**src/rtl/uart_rx_param.sv**
```systemverilog
// uart_rx_param: parameterised UART receiver with parity, stop-bit,
// overrun and break detection, single-entry output holding register.
// Ports:
//   Rx_clk        clock, all state changes on rising edge
//   rst           synchronous active-low reset
//   Enable_Rx     receiver enable; low aborts a frame in progress
//   Pin           asynchronous serial line, idle high
//   Rx_Ack        consumer acknowledge of the held frame
//   Rx_Data       last received payload
//   Valid_Data    held frame available
//   Parity_Error  parity mismatch on held frame
//   Frame_Error   a stop bit sampled low on held frame
//   Overrun       a frame completed while Valid_Data was high
//   Break         line held low for a whole frame
//   Rx_busy       receiver not idle
module uart_rx_param #(
  parameter int CLK_HZ       = 50000000,
  parameter int BIT_RATE     = 9600,
  parameter int PAYLOAD_BITS = 8,
  parameter int PARITY       = 0,
  parameter int STOP_BITS    = 1
) (
  input  logic                    Rx_clk,
  input  logic                    rst,
  input  logic                    Enable_Rx,
  input  logic                    Pin,
  input  logic                    Rx_Ack,
  output logic [PAYLOAD_BITS-1:0] Rx_Data,
  output logic                    Valid_Data,
  output logic                    Parity_Error,
  output logic                    Frame_Error,
  output logic                    Overrun,
  output logic                    Break,
  output logic                    Rx_busy
);

  localparam int CPB  = CLK_HZ / BIT_RATE;
  localparam int HALF = CPB / 2;
  localparam int CW   = $clog2(CPB + 1);
  localparam logic [CW-1:0] CPB_C  = CW'(CPB);
  localparam logic [CW-1:0] HALF_C = CW'(HALF);
  localparam logic [CW-1:0] ONE_C  = CW'(1);
  localparam logic [3:0] LAST_D = 4'(PAYLOAD_BITS - 1);
  localparam logic [3:0] LAST_S = 4'(STOP_BITS - 1);

  typedef enum logic [2:0] {
    ST_IDLE,
    ST_START,
    ST_DATA,
    ST_PAR,
    ST_STOP,
    ST_BRK
  } state_t;

  state_t state_q, state_d;

  logic                    sync1_q, sync2_q;
  logic [CW-1:0]           cnt_q, cnt_d;
  logic [3:0]              idx_q, idx_d;
  logic [PAYLOAD_BITS-1:0] shf_q, shf_d;
  logic                    par_q, par_d;
  logic                    facc_q, facc_d;
  logic                    zero_q, zero_d;
  logic [PAYLOAD_BITS-1:0] data_q, data_d;
  logic                    valid_q, valid_d;
  logic                    perr_q, perr_d;
  logic                    ferr_q, ferr_d;
  logic                    ovr_q, ovr_d;
  logic                    brk_q, brk_d;

  logic s;
  logic smp;
  logic abort;
  logic done;
  logic pchk;

  assign s     = sync2_q;
  assign smp   = (cnt_q == CPB_C);
  assign abort = !Enable_Rx && (state_q != ST_IDLE)
                 && (state_q != ST_BRK);
  assign pchk  = (^shf_q) ^ par_q;

  always_comb begin
    state_d = state_q;
    cnt_d   = cnt_q;
    idx_d   = idx_q;
    shf_d   = shf_q;
    par_d   = par_q;
    facc_d  = facc_q;
    zero_d  = zero_q;
    data_d  = data_q;
    valid_d = valid_q;
    perr_d  = perr_q;
    ferr_d  = ferr_q;
    ovr_d   = ovr_q;
    brk_d   = brk_q;
    done    = 1'b0;

    if (abort) begin
      state_d = ST_IDLE;
      cnt_d   = '0;
      idx_d   = '0;
    end else begin
      unique case (state_q)
        ST_IDLE: begin
          cnt_d = '0;
          if (Enable_Rx && !s) begin
            state_d = ST_START;
            cnt_d   = ONE_C;
          end
        end
        ST_START: begin
          cnt_d = cnt_q + 1'b1;
          if (cnt_q == HALF_C) begin
            cnt_d   = s ? '0 : ONE_C;
            idx_d   = '0;
            zero_d  = 1'b1;
            facc_d  = 1'b0;
            state_d = s ? ST_IDLE : ST_DATA;
          end
        end
        ST_DATA: begin
          cnt_d = smp ? ONE_C : cnt_q + 1'b1;
          if (smp) begin
            shf_d  = {s, shf_q[PAYLOAD_BITS-1:1]};
            zero_d = zero_q & ~s;
            idx_d  = idx_q + 1'b1;
            if (idx_q == LAST_D) begin
              idx_d   = '0;
              state_d = (PARITY != 0) ? ST_PAR : ST_STOP;
            end
          end
        end
        ST_PAR: begin
          cnt_d = smp ? ONE_C : cnt_q + 1'b1;
          if (smp) begin
            par_d   = s;
            zero_d  = zero_q & ~s;
            state_d = ST_STOP;
          end
        end
        ST_STOP: begin
          cnt_d = smp ? ONE_C : cnt_q + 1'b1;
          if (smp) begin
            facc_d = facc_q | ~s;
            zero_d = zero_q & ~s;
            idx_d  = idx_q + 1'b1;
            if (idx_q == LAST_S) begin
              done    = 1'b1;
              cnt_d   = '0;
              idx_d   = '0;
              state_d = zero_d ? ST_BRK : ST_IDLE;
            end
          end
        end
        ST_BRK: begin
          cnt_d = '0;
          if (s) begin
            state_d = ST_IDLE;
            brk_d   = 1'b0;
          end
        end
        default: state_d = ST_IDLE;
      endcase
    end

    // a frame that was low throughout is a break, not data
    if (done && zero_d) begin
      brk_d = 1'b1;
    end else if (done) begin
      data_d  = shf_q;
      ferr_d  = facc_d;
      perr_d  = (PARITY == 1) ? ~pchk :
                (PARITY == 2) ?  pchk : 1'b0;
      valid_d = 1'b1;
      if (valid_q && !Rx_Ack) ovr_d = 1'b1;
    end else if (Rx_Ack && valid_q) begin
      valid_d = 1'b0;
      ovr_d   = 1'b0;
    end
  end

  always_ff @(posedge Rx_clk) begin
    if (!rst) begin
      state_q <= ST_IDLE;
      sync1_q <= 1'b1;
      sync2_q <= 1'b1;
      cnt_q   <= '0;
      idx_q   <= '0;
      shf_q   <= '0;
      par_q   <= 1'b0;
      facc_q  <= 1'b0;
      zero_q  <= 1'b0;
      data_q  <= '0;
      valid_q <= 1'b0;
      perr_q  <= 1'b0;
      ferr_q  <= 1'b0;
      ovr_q   <= 1'b0;
      brk_q   <= 1'b0;
    end else begin
      state_q <= state_d;
      sync1_q <= Pin;
      sync2_q <= sync1_q;
      cnt_q   <= cnt_d;
      idx_q   <= idx_d;
      shf_q   <= shf_d;
      par_q   <= par_d;
      facc_q  <= facc_d;
      zero_q  <= zero_d;
      data_q  <= data_d;
      valid_q <= valid_d;
      perr_q  <= perr_d;
      ferr_q  <= ferr_d;
      ovr_q   <= ovr_d;
      brk_q   <= brk_d;
    end
  end

  assign Rx_Data      = data_q;
  assign Valid_Data   = valid_q;
  assign Parity_Error = perr_q;
  assign Frame_Error  = ferr_q;
  assign Overrun      = ovr_q;
  assign Break        = brk_q;
  assign Rx_busy      = (state_q != ST_IDLE);

endmodule

```
**config.mk**
```make
export PLATFORM = sky130hd
export DESIGN_NAME = uart_rx_param
export DESIGN_NICKNAME = d
export VERILOG_FILES = /design/src/rtl/uart_rx_param.sv
export SDC_FILE = /design/constraint.sdc
export NUM_CORES = 1
export LEC_CHECK = 0
export CORE_MARGIN = 4
export CORE_UTILIZATION = 57
export DETAILED_ROUTE_END_ITERATION = 7
export HOLD_SLACK_MARGIN = 0.15
export PLACE_DENSITY = 0.83
export SLEW_MARGIN = 5
export SYNTH_ARGS = -nofsm -noshare
export SYNTH_HDL_FRONTEND = slang
export SYNTH_SLANG_ARGS = --single-unit
```
**constraint.sdc**
```tcl
create_clock -name Rx_clk -period 2.8 [get_ports Rx_clk]
set_input_delay 0.28 -clock Rx_clk [delete_from_list [all_inputs] [get_ports Rx_clk]]
set_output_delay 0.28 -clock Rx_clk [all_outputs]
set_load 0.02 [all_outputs]
```
==> impl_metrics.json, run 1 <==
{
  "cap_violations": 0,
  "synth_simple_gate_area_share": 0.307,
  "synth_sequential_area_ratio": 0.374,
  "grt_antenna_before_repair": 0,
  "floorplan.die_area_mm2": 0.00523,
  "ios": 19,
  "final_layout_size_suffix_gt1_frac": 0.0915,
  "place_ws_ns": 0.612,
  "drt_drc_violations_left": 0,
  "synth_top_cell_area_share": 0.374,
  "drt-pass1-iter-count": 4,
  "synth_area_per_cell_um2": 8.79,
  "core_region_area_mm2": 0.00400,
  "insertion_delay_ns": 0.30,
  "synth_top_cells_by_area": "sky130_fd_sc_hd__dfxtp_1 (37%), sky130_fd_sc_hd__mux2i_1 (7.6%), sky130_fd_sc_hd__nor2b_1 (5.6%)",
  "htree_num_levels": 2,
  "grt_use_total": 0.216,
  "slew-limit-headroom": 0.536,
  "fin_tns_setup_ns": 0,
  "grt_start_max_net_pins": 25,
  "synthDistinctLibCells": 53,
  "achievable-frequency_mhz": 442,
  "syn-instance-count": 268,
  "fin_worst_hold_slack_ns": 0.402,
  "yosys-mux-area-fraction": 0.0765,
  "cts-buffers-inserted": 5,
  "layout_min_cycle_time_ns": 2.26,
  "number_of_global_route_vias_before_repair": 1914,
  "worst-endpoint-required_ns": 3.00,
  "globalRouteOverflowTotal": 0,
  "synth_top_cells_by_count": "sky130_fd_sc_hd__dfxtp_1 (44), sky130_fd_sc_hd__nand2_1 (25), sky130_fd_sc_hd__nand3_1 (21), sky130_fd_sc_hd__nor2b_1 (21), sky130_fd_sc_hd__mux2i_1 (18)",
  "postSynth.asyncResetShare": 0,
  "route.vias.total": 1979,
  "worst_ep_arrival_time_ns": 2.46,
  "synthesis.yosys.warnings": 0,
  "yosys.area_share.xor_xnor": 0.0112,
  "filler_cell_count": 356,
  "timing.critical_path.to_type": "flop",
  "route.detailed.wl_per_inst_um": 15.6,
  "postCtsSetupRepairBufs": 0,
  "path_max_fanout": 5,
  "synth_most_common_cell": "sky130_fd_sc_hd__dfxtp_1",
  "hpwl_um": 3820,
  "drt_iter0_drc": 273,
  "worstSetupPathType": "flop to flop",
  "detail_route.vias_per_cell": 5.93,
  "worstHoldPathType": "flop to flop",
  "cts.root.buffer_cell": "sky130_fd_sc_hd__clkbuf_8",
  "synth_top_family_by_area": "simple AND/OR/NAND/NOR gates",
  "synthesis.nets": 277,
  "clock_path_buffers": 2,
  "synth_compound_gate_area_share": 0.160,
  "final_min_period_over_clock_period": 0.807,
  "run_status": "complete, no violations",
  "critical_path.slowest_cell": "sky130_fd_sc_hd__nor3b_1",
  "fin_area_mm2": 0.00264,
  "synth-main-ff-cell": "sky130_fd_sc_hd__dfxtp_1",
  "number_of_synthesized_flops_with_an_enable_pin": 0,
  "adder_and_majority_cell_fraction_of_the_synthesized_area": 0.0212,
  "power.static_leakage_nw": 0.925,
  "clock_sinks": 44,
  "power_dens_cells_mw_per_mm2": 430,
  "hold_fix_buffer_count_after_cts": 0,
  "start_kind": "flop",
  "initial_utilization": 0.589,
  "cts-resized-gates": 0,
  "area_delta_synth_final_pct": 11.9,
  "fp.dieH_um": 72.3,
  "gp_congestion": 0.929,
  "grt_first_pass_wirelength_um": 8920,
  "synth_area_leader_cell": "sky130_fd_sc_hd__dfxtp_1",
  "tightest_slew_ns": 0.694,
  "final_routed_wirelength_um": 5200,
  "max_stage_delay_ns": 0.58,
  "combined_area_of_all_synthesized_cells_mm2": 0.00236,
  "ff_latch_area_um2": 881,
  "ir_drop_v": 0.000308,
  "hold_viol_final": 0,
  "list_of_cells_traversed_by_the_critical_path": "inv_1, ha_1, nor3b_1, mux2i_1, a21boi_0, a311oi_1, a41o_1",
  "drv_slew": 0,
  "die_width_um": 72.3,
  "postPlaceCellArea_mm2": 0.00254,
  "finalNetCount": 292,
  "synth_seq_cells": 44,
  "multi_input_comb_area_mm2": 0.00136,
  "diodes": 0,
  "setup_repair_after_global_routing_missed_its_margin": "false",
  "clkTransAtPathRegs_ns": 0.09,
  "numPortBuffers": 17,
  "cts_tree": "yes",
  "fin_worst_skew_ns": 0.0111,
  "detail-route-antenna-nets": 0,
  "setup_slack_ns": 0.539,
  "setup_violators_final": 0,
  "placementRows": 23
}
-- sequential cells by signal, summed over array words and instances (netlist names), 3 cells and up --
name,flops
state_q,3
shf_q,8
idx_q,4
Rx_Data,8
cnt_q,13
-- layout by cell type, fill, tap and decap left out, types with 3 or more instances in the layout --
master                            netlist  routed
sky130_fd_sc_hd__ha_1                   4       4
sky130_fd_sc_hd__nor2_1                 7       7
sky130_fd_sc_hd__a21oi_1               12      12
sky130_fd_sc_hd__buf_4                  1       5
sky130_fd_sc_hd__and2_1                 5       5
sky130_fd_sc_hd__clkbuf_8               0       6
sky130_fd_sc_hd__mux2i_1               18      18
sky130_fd_sc_hd__nor2b_1               21      21
sky130_fd_sc_hd__nor3b_1                3       3
sky130_fd_sc_hd__clkdlybuf4s50_1        0      17
sky130_fd_sc_hd__inv_1                  6       6
sky130_fd_sc_hd__a21boi_0               4       4
sky130_fd_sc_hd__nand3_1               21      21
sky130_fd_sc_hd__a31oi_1                9       9
sky130_fd_sc_hd__xor2_1                 3       3
sky130_fd_sc_hd__dfxtp_1               44      44
sky130_fd_sc_hd__nand4_1                6       6
sky130_fd_sc_hd__nand2b_1               6       6
sky130_fd_sc_hd__o21ai_0               10      10
sky130_fd_sc_hd__or3_1                 10      10
sky130_fd_sc_hd__nand2_1               25      25
-- power by group --
| group | total [W] | leakage, nW | internal (W) | switching (W) |
|---|---|---|---|---|
| registers | 0.000636 | 0.355 | 0.000629 | 0.00000716 |
| clock network | 0.000422 | 0.0516 | 0.000202 | 0.000220 |
| logic | 0.0000770 | 0.518 | 0.0000312 | 0.0000458 |
-- per-stage QoR --
step | power [W] | cells | utilization
3_3_place_gp | 0.000724 | 326 | 0.635
4_1_cts | 0.00115 | 334 | 0.659
2_1_floorplan | 0.000702 | 268 | -
6_report | 0.00113 | 334 | 0.659
5_1_grt | 0.00118 | 334 | 0.659
3_5_place_dp | 0.000726 | 326 | 0.635
-- area by class of cell --
cell class                      count  share of cell area
Multi-Input combinational cell    203               0.517
Sequential cell                    44               0.334
Inverter                            7             0.00997
Clock buffer                        6              0.0313
Clock inverter                      2             0.00522
Tap cell                           50              0.0237
Timing Repair Buffer               22              0.0788
-- path summary, 6_finish.rpt --
kind / from / endpoint / slack [ns] / cells after the start
worst max-delay path: idx_q[0]$_SDFFE_PP0P_ / state_q[2]$_SDFFE_PP0P_ / 0.54 / 7
worst min-delay path: sync1_q$_SDFF_PN1_ / s$_SDFF_PN1_ / 0.40 / 1
worst max register to register: idx_q[0]$_SDFFE_PP0P_ / state_q[2]$_SDFFE_PP0P_ / 0.54 / 7
worst min register to register: sync1_q$_SDFF_PN1_ / s$_SDFF_PN1_ / 0.40 / 1
-- layer usage --
metal | vias up | global-route usage | part of all wire
li1 | 999 | - | -
met1 | 919 | 0.290 | 0.47
met2 | 50 | 0.339 | 0.47
met3 | 11 | 0.0554 | 0.045
met4 | 0 | 0.0731 | 0.015
met5 | - | 0 | 0
-- logic make-up after synthesis --
logic type / after synthesis
adders and majority gates: 4
and+or+nand+nor: 123
xor gates and xnor gates: 3
DFF: 44
other: 1
AOI/OAI and AO/OA: 54
muxes: 18
buffers and inverters: 21
-- worst max-delay path, delay by kind of cell, from the launching register on --
family                   cells  cell delay (ns)
multiplexers                 1             0.17
AND/OR/NAND/NOR              1             0.58
flip-flops                   1             0.35
AO/OA/AOI/OAI                3             0.85
adder cells (fa/ha/maj)      1             0.14
buffers and inverters        1             0.09
No activity file was read; power rests on OpenSTA's default activity.
==> run 2, diff against run 1 <==
CORE_UTILIZATION = 52   (was 57)
PLACE_DENSITY = 0.8   (was 0.83)
clock period = 1.9 ns   (was 2.8 ns; I/O delays follow)
==> run 2 against run 1 <==
Highest routed layer unchanged. Routed wire length grew 7.1%. Maximum frequency grew 18%. The flow now finishes with violations (negative setup slack). Critical path depth is the same. Sequential power grew 47%. Register-to-register slack lost 0.55 ns. Non-clock buffer count grew 25. Total power grew 52%. Sequential share of layout area shrank 3.1 points. Global-route usage shrank 0.44 points. Critical path type unchanged. Clock-buffer cell count shrank 1.
==> impl_metrics.json, run 2 (synthesized netlist as in run 1, its figures left out) <==
{
  "cts_tree": "yes",
  "p_sw_frac": 0.262,
  "initial_utilization": 0.537,
  "drv_slew": 0,
  "sequential_share_of_power": 0.542,
  "setup_slack_ns": -0.0136,
  "final_routed_wirelength_um": 5570,
  "slew-limit-headroom": 0.635,
  "power.static_leakage_nw": 1.08,
  "fp.dieH_um": 75.3,
  "power.total_w": 0.00172,
  "numPortBuffers": 17,
  "power_dens_cells_mw_per_mm2": 588,
  "route.detailed.wl_per_inst_um": 15.4,
  "violations": "negative setup slack",
  "internal-power_w": 0.00127,
  "p_comb_frac": 0.092,
  "tightest_slew_ns": 0.544,
  "cts-buffers-inserted": 5,
  "setup.worst_path.start": "cnt_q[0]$_SDFFE_PP0P_",
  "layout_min_cycle_time_ns": 1.91,
  "grt_start_max_net_pins": 25,
  "finalNetCount": 317,
  "grt_antenna_before_repair": 0,
  "drt_drc_violations_left": 0,
  "final_min_period_over_clock_period": 1.01,
  "hold_fix_buffer_count_after_cts": 0,
  "r2r_start": "cnt_q[0]$_SDFFE_PP0P_",
  "die_width_um": 75.3,
  "detail_route.vias_per_cell": 5.88,
  "detail-route-antenna-nets": 0,
  "placedCellCount": 351,
  "ios": 19,
  "reg2reg_to": "cnt_q[12]$_SDFFE_PP0P_",
  "ir_drop_v": 0.000492,
  "rr_worst_depth": 7,
  "achievable-frequency_mhz": 523,
  "path_max_fanout": 8,
  "diodes": 0,
  "fin_worst_skew_ns": 0.00879,
  "worst-endpoint-required_ns": 2.14,
  "clkTransAtPathRegs_ns": 0.09,
  "htree_num_levels": 2,
  "timing.critical_path.to_type": "flop",
  "timing.reg2reg.setup_slack_ns": -0.01,
  "drt-pass1-iter-count": 4,
  "clock_sinks": 44,
  "globalRouteOverflowTotal": 0,
  "route.vias.total": 2124,
  "number_of_global_route_vias_before_repair": 1990,
  "largest_register_ffs": 13,
  "placementRows": 24,
  "mostFrequentLayoutCells": "sky130_fd_sc_hd__dfxtp_1 (38), sky130_fd_sc_hd__buf_4 (28), sky130_fd_sc_hd__nand2_1 (25)",
  "cts.root.buffer_cell": "sky130_fd_sc_hd__clkbuf_8",
  "run_status": "complete, but fails checks",
  "drt_iter0_drc": 138,
  "start_kind": "flop",
  "grt_first_pass_wirelength_um": 9260,
  "clock_path_buffers": 2,
  "grt_use_total": 0.212,
  "area_delta_synth_final_pct": 24.3,
  "worstSetupEndpoint": "cnt_q[12]$_SDFFE_PP0P_",
  "hpwl_um": 4030,
  "setup_violators_final": 1,
  "final_layout_size_suffix_gt1_frac": 0.246,
  "hold_viol_final": 0,
  "worst_ep_arrival_time_ns": 2.15,
  "worstSetupPathType": "flop to flop",
  "power.switching_w": 0.000451,
  "floorplan.die_area_mm2": 0.00567,
  "setup_repair_after_global_routing_missed_its_margin": "true",
  "pwr-share-clk": 0.365,
  "worstHoldPathType": "flop to flop",
  "layout_commonest_cell": "sky130_fd_sc_hd__dfxtp_1",
  "insertion_delay_ns": 0.31,
  "cap_violations": 0,
  "top_register": "cnt_q",
  "gp_congestion": 1.00,
  "core_region_area_mm2": 0.00438,
  "final_cell_count_no_fill": 361
}
run 2: changes by cell type in the layout (fill, tap and decap cells not counted), sizes merged:
cell	change
buf	+25
clkbuf	-1
clkdlybuf4s50	-1
clkinv	-1
clkinvlp	+1
dlymetal6s2s	+1
inv	+1
run 2: layout make-up:
class                   count  area (µm²)
clock inverters             3        25.0
well taps                  52        65.1
flip-flops and latches     44         888
multi-input cells         203        1450
clock buffers               5        68.8
inverters                   7        27.5
fillers                   357        1460
repair buffers             47         405
run 2: worst max-delay path, stage by stage, from the launching register on:
cell and delay, ns:
sky130_fd_sc_hd__dfxtp_2 0.35, sky130_fd_sc_hd__buf_4 0.15, sky130_fd_sc_hd__ha_2 0.19, sky130_fd_sc_hd__and3_4 0.20, sky130_fd_sc_hd__nand3_2 0.09, sky130_fd_sc_hd__or3_4 0.41
sky130_fd_sc_hd__or3_1 0.33, sky130_fd_sc_hd__a31oi_1 0.13
run 2: repair_timing:
item	in CTS	in global routing
buffers inserted	1	1
hold endpoints to repair	0	0
gates resized for setup	3	26
pin swaps	1	0
setup endpoints to repair	9	36
run 2: metal layers:
layer	wire length (µm)	track usage
met1	2490	0.292
met4	87	0.0699
met2	2700	0.331
met5	0	0
met3	291	0.0449
run 2: per-stage QoR:
step | worst slack, ns | area, µm² | TNS, ns | util | hold WS (ns)
global route | -0.0959 | 2930 | -0.219 | 0.668 | 0.431
global placement | 0.0191 | 2720 | 0 | 0.621 | 0.392
finish | -0.0136 | 2930 | -0.0136 | 0.668 | 0.419
detailed placement | -0.0579 | 2720 | -0.118 | 0.621 | 0.398
CTS | 0.000422 | 2830 | 0 | 0.646 | 0.423
floorplan | -0.0142 | 2370 | -0.0142 | - | 0.263
run 2: worst min path at each step:
stage	from	endpoint	slack, ns	depth (start not counted)
after floorplan	rst	s$_SDFF_PN1_	0.26	1
after detailed placement	sync1_q$_SDFF_PN1_	s$_SDFF_PN1_	0.40	1
final	sync1_q$_SDFF_PN1_	s$_SDFF_PN1_	0.42	1
after global routing	sync1_q$_SDFF_PN1_	s$_SDFF_PN1_	0.43	1
after CTS	sync1_q$_SDFF_PN1_	s$_SDFF_PN1_	0.42	1
after global placement	sync1_q$_SDFF_PN1_	s$_SDFF_PN1_	0.39	1
run 2: power groups by stage:
stage	registers (W)	logic (W)	clock network, W
after floorplan	0.000952	0.0000859	0
after global placement	0.000954	0.000147	0
after detailed placement	0.000954	0.000148	0
after CTS	0.000933	0.000150	0.000641
after global routing	0.000934	0.000171	0.000681
final	0.000933	0.000159	0.000629
==> run 3, diff against run 2 <==
==> constraint.sdc (replaced) <==
create_clock -name Rx_clk -period 1.9 [get_ports Rx_clk]
set_input_delay 0.57 -clock Rx_clk [delete_from_list [all_inputs] [get_ports Rx_clk]]
set_output_delay 0.57 -clock Rx_clk [all_outputs]
set_load 0.02 [all_outputs]
==> run 3 against run 2 <==
The flow still finishes with violations (negative setup slack). Critical endpoint is now cnt_q[7]$_SDFFE_PP0P_. Clock skew up 0.0055 ns. Sequential cell count is the same. Cell count increased by 3.3%. Core utilization is 3.9 points higher. Largest cell class unchanged. Sequential power about the same. Routed wire length rose by 10%. Via count is 5.4% higher. Non-clock buffer count rose by 12.
==> impl_metrics.json, run 3 (synthesized netlist as in run 1, its figures left out) <==
{
  "worst-endpoint-required_ns": 2.13,
  "worstHoldPathType": "flop to flop",
  "core_region_area_mm2": 0.00438,
  "setup_slack_ns": -0.0269,
  "detail_route.vias_per_cell": 6.00,
  "fin_worst_skew_ns": 0.0143,
  "finalNetCount": 329,
  "numPortBuffers": 17,
  "start_kind": "flop",
  "r2r_start": "cnt_q[1]$_SDFFE_PP0P_",
  "final_min_period_over_clock_period": 1.01,
  "max_stage_delay_ns": 0.52,
  "drv_slew": 0,
  "drt-pass1-iter-count": 6,
  "drt_iter0_drc": 321,
  "floorplan.die_area_mm2": 0.00567,
  "gp_congestion": 0.868,
  "clkTransAtPathRegs_ns": 0.09,
  "critical_path.slowest_cell": "sky130_fd_sc_hd__or4_4",
  "clock_sinks": 44,
  "placementRows": 24,
  "clock_path_buffers": 2,
  "crit_family": "simple AND/OR/NAND/NOR gates",
  "area_delta_synth_final_pct": 31.6,
  "grt_first_pass_wirelength_um": 9700,
  "worst_ep_arrival_time_ns": 2.16,
  "reg2reg_to": "cnt_q[7]$_SDFFE_PP0P_",
  "top_register": "cnt_q",
  "worst-path-buf-inv": 2,
  "ios": 19,
  "setup_violators_final": 1,
  "timing.reg2reg.setup_slack_ns": -0.03,
  "route.detailed.wl_per_inst_um": 16.5,
  "cts_tree": "yes",
  "mostFrequentLayoutCells": "sky130_fd_sc_hd__dfxtp_1 (41), sky130_fd_sc_hd__buf_4 (37), sky130_fd_sc_hd__nand2_1 (25)",
  "number_of_global_route_vias_before_repair": 2150,
  "die_width_um": 75.3,
  "placedCellCount": 362,
  "fin_worst_hold_slack_ns": 0.413,
  "initial_utilization": 0.537,
  "power.static_leakage_nw": 1.25,
  "largest_register_ffs": 13,
  "layout_min_cycle_time_ns": 1.93,
  "hpwl_um": 4090,
  "grt_antenna_before_repair": 0,
  "ir_drop_v": 0.000525,
  "diodes": 0,
  "route.vias.total": 2238,
  "setup_repair_after_global_routing_missed_its_margin": "true",
  "run_status": "complete, but fails checks",
  "globalRouteOverflowTotal": 0,
  "final_cell_count_no_fill": 373,
  "power_dens_cells_mw_per_mm2": 598,
  "cap_violations": 0,
  "final_routed_wirelength_um": 6140,
  "postPlaceCellArea_mm2": 0.00283,
  "insertion_delay_ns": 0.31,
  "hold_viol_final": 0,
  "timing.critical_path.to_type": "flop",
  "worstSetupPathType": "flop to flop",
  "grt_start_max_net_pins": 25,
  "fin_area_mm2": 0.00310,
  "drt_drc_violations_left": 0,
  "number_of_cells_on_the_worst_hold_path": 1,
  "worstHoldStart": "sync1_q$_SDFF_PN1_",
  "cts-buffers-inserted": 5,
  "htree_num_levels": 2,
  "detail-route-antenna-nets": 0,
  "achievable-frequency_mhz": 519,
  "fp.dieH_um": 75.3,
  "grt_use_total": 0.222,
  "cts.root.buffer_cell": "sky130_fd_sc_hd__clkbuf_8",
  "layout_commonest_cell": "sky130_fd_sc_hd__dfxtp_1",
  "list_of_cells_traversed_by_the_critical_path": "inv_1, ha_4, nor3b_4, and4_4, a2bb2oi_4, buf_6, or4_4, a31oi_4",
  "violations": "negative setup slack",
  "final_layout_size_suffix_gt1_frac": 0.262,
  "rr_worst_depth": 8,
  "path_max_fanout": 6,
  "hold_path_end": "s$_SDFF_PN1_",
  "filler_cell_count": 304
}
-- run 3: cell types whose count changed in the layout (fill, tap and decap cells not counted), moves of 2 or more --
cell                              change
sky130_fd_sc_hd__dfxtp_1              +3
sky130_fd_sc_hd__clkdlybuf4s50_1      -6
sky130_fd_sc_hd__dfxtp_2              -3
sky130_fd_sc_hd__o21ai_0              -2
sky130_fd_sc_hd__buf_12               +2
sky130_fd_sc_hd__dlymetal6s2s_1       +4
sky130_fd_sc_hd__buf_4                +9
-- run 3: area by class of cell --
cell class	count	area [µm²]	share of cell area
clock inverter	3	46.3	0.0149
sequential	44	885	0.285
multi-input combinational	203	1480	0.476
tap	52	65.1	0.0210
inverter	7	26.3	0.00847
timing repair buffer	59	533	0.172
clock buffer	5	68.8	0.0222
-- run 3: routing by layer --
metal | part of all wire | GRT usage | vias to the layer above
li1 | - | - | 1072
met1 | 0.44 | 0.291 | 1050
met2 | 0.47 | 0.348 | 94
met3 | 0.063 | 0.0607 | 22
met4 | 0.028 | 0.0893 | 0
met5 | 0 | 0 | -
-- run 3: worst max path at each step --
| stage | start | to | slack (ns) | cells after the start |
|---|---|---|---|---|
| final | cnt_q[1]$_SDFFE_PP0P_ | cnt_q[7]$_SDFFE_PP0P_ | -0.03 | 8 |
| after global routing | state_q[1]$_SDFFE_PP0P_ | cnt_q[7]$_SDFFE_PP0P_ | -0.12 | 7 |
| after CTS | cnt_q[1]$_SDFFE_PP0P_ | cnt_q[7]$_SDFFE_PP0P_ | 0.0005 | 8 |
| after detailed placement | Enable_Rx | Overrun$_SDFFE_PN0P_ | -0.30 | 6 |
| after global placement | Enable_Rx | state_q[2]$_SDFFE_PP0P_ | -0.25 | 7 |
| after floorplan | cnt_q[0]$_SDFFE_PP0P_ | cnt_q[7]$_SDFFE_PP0P_ | -0.01 | 9 |
-- run 3: repair_timing --
item,in CTS,in global routing
resized for setup,6,33
pin swaps,1,6
setup buffers,1,2
hold buffers,0,0
setup endpoints to repair,22,39
endpoints found under the hold margin,0,0
-- run 3: power by group --
part	switching [W]	internal [W]
clock	0.000346	0.000396
combinational	0.0000940	0.0000872
sequential	0.00000509	0.000927
-- run 3: stage by stage --
step	setup slack, ns	utilization	power [W]	setup TNS [ns]
detailed placement	-0.295	0.645	0.00111	-6.29
CTS	0.000524	0.676	0.00183	0
floorplan	-0.0142	-	0.00104	-0.0142
global placement	-0.249	0.645	0.00110	-5.65
finish	-0.0269	0.707	0.00186	-0.0269
global route	-0.122	0.707	0.00193	-1.06
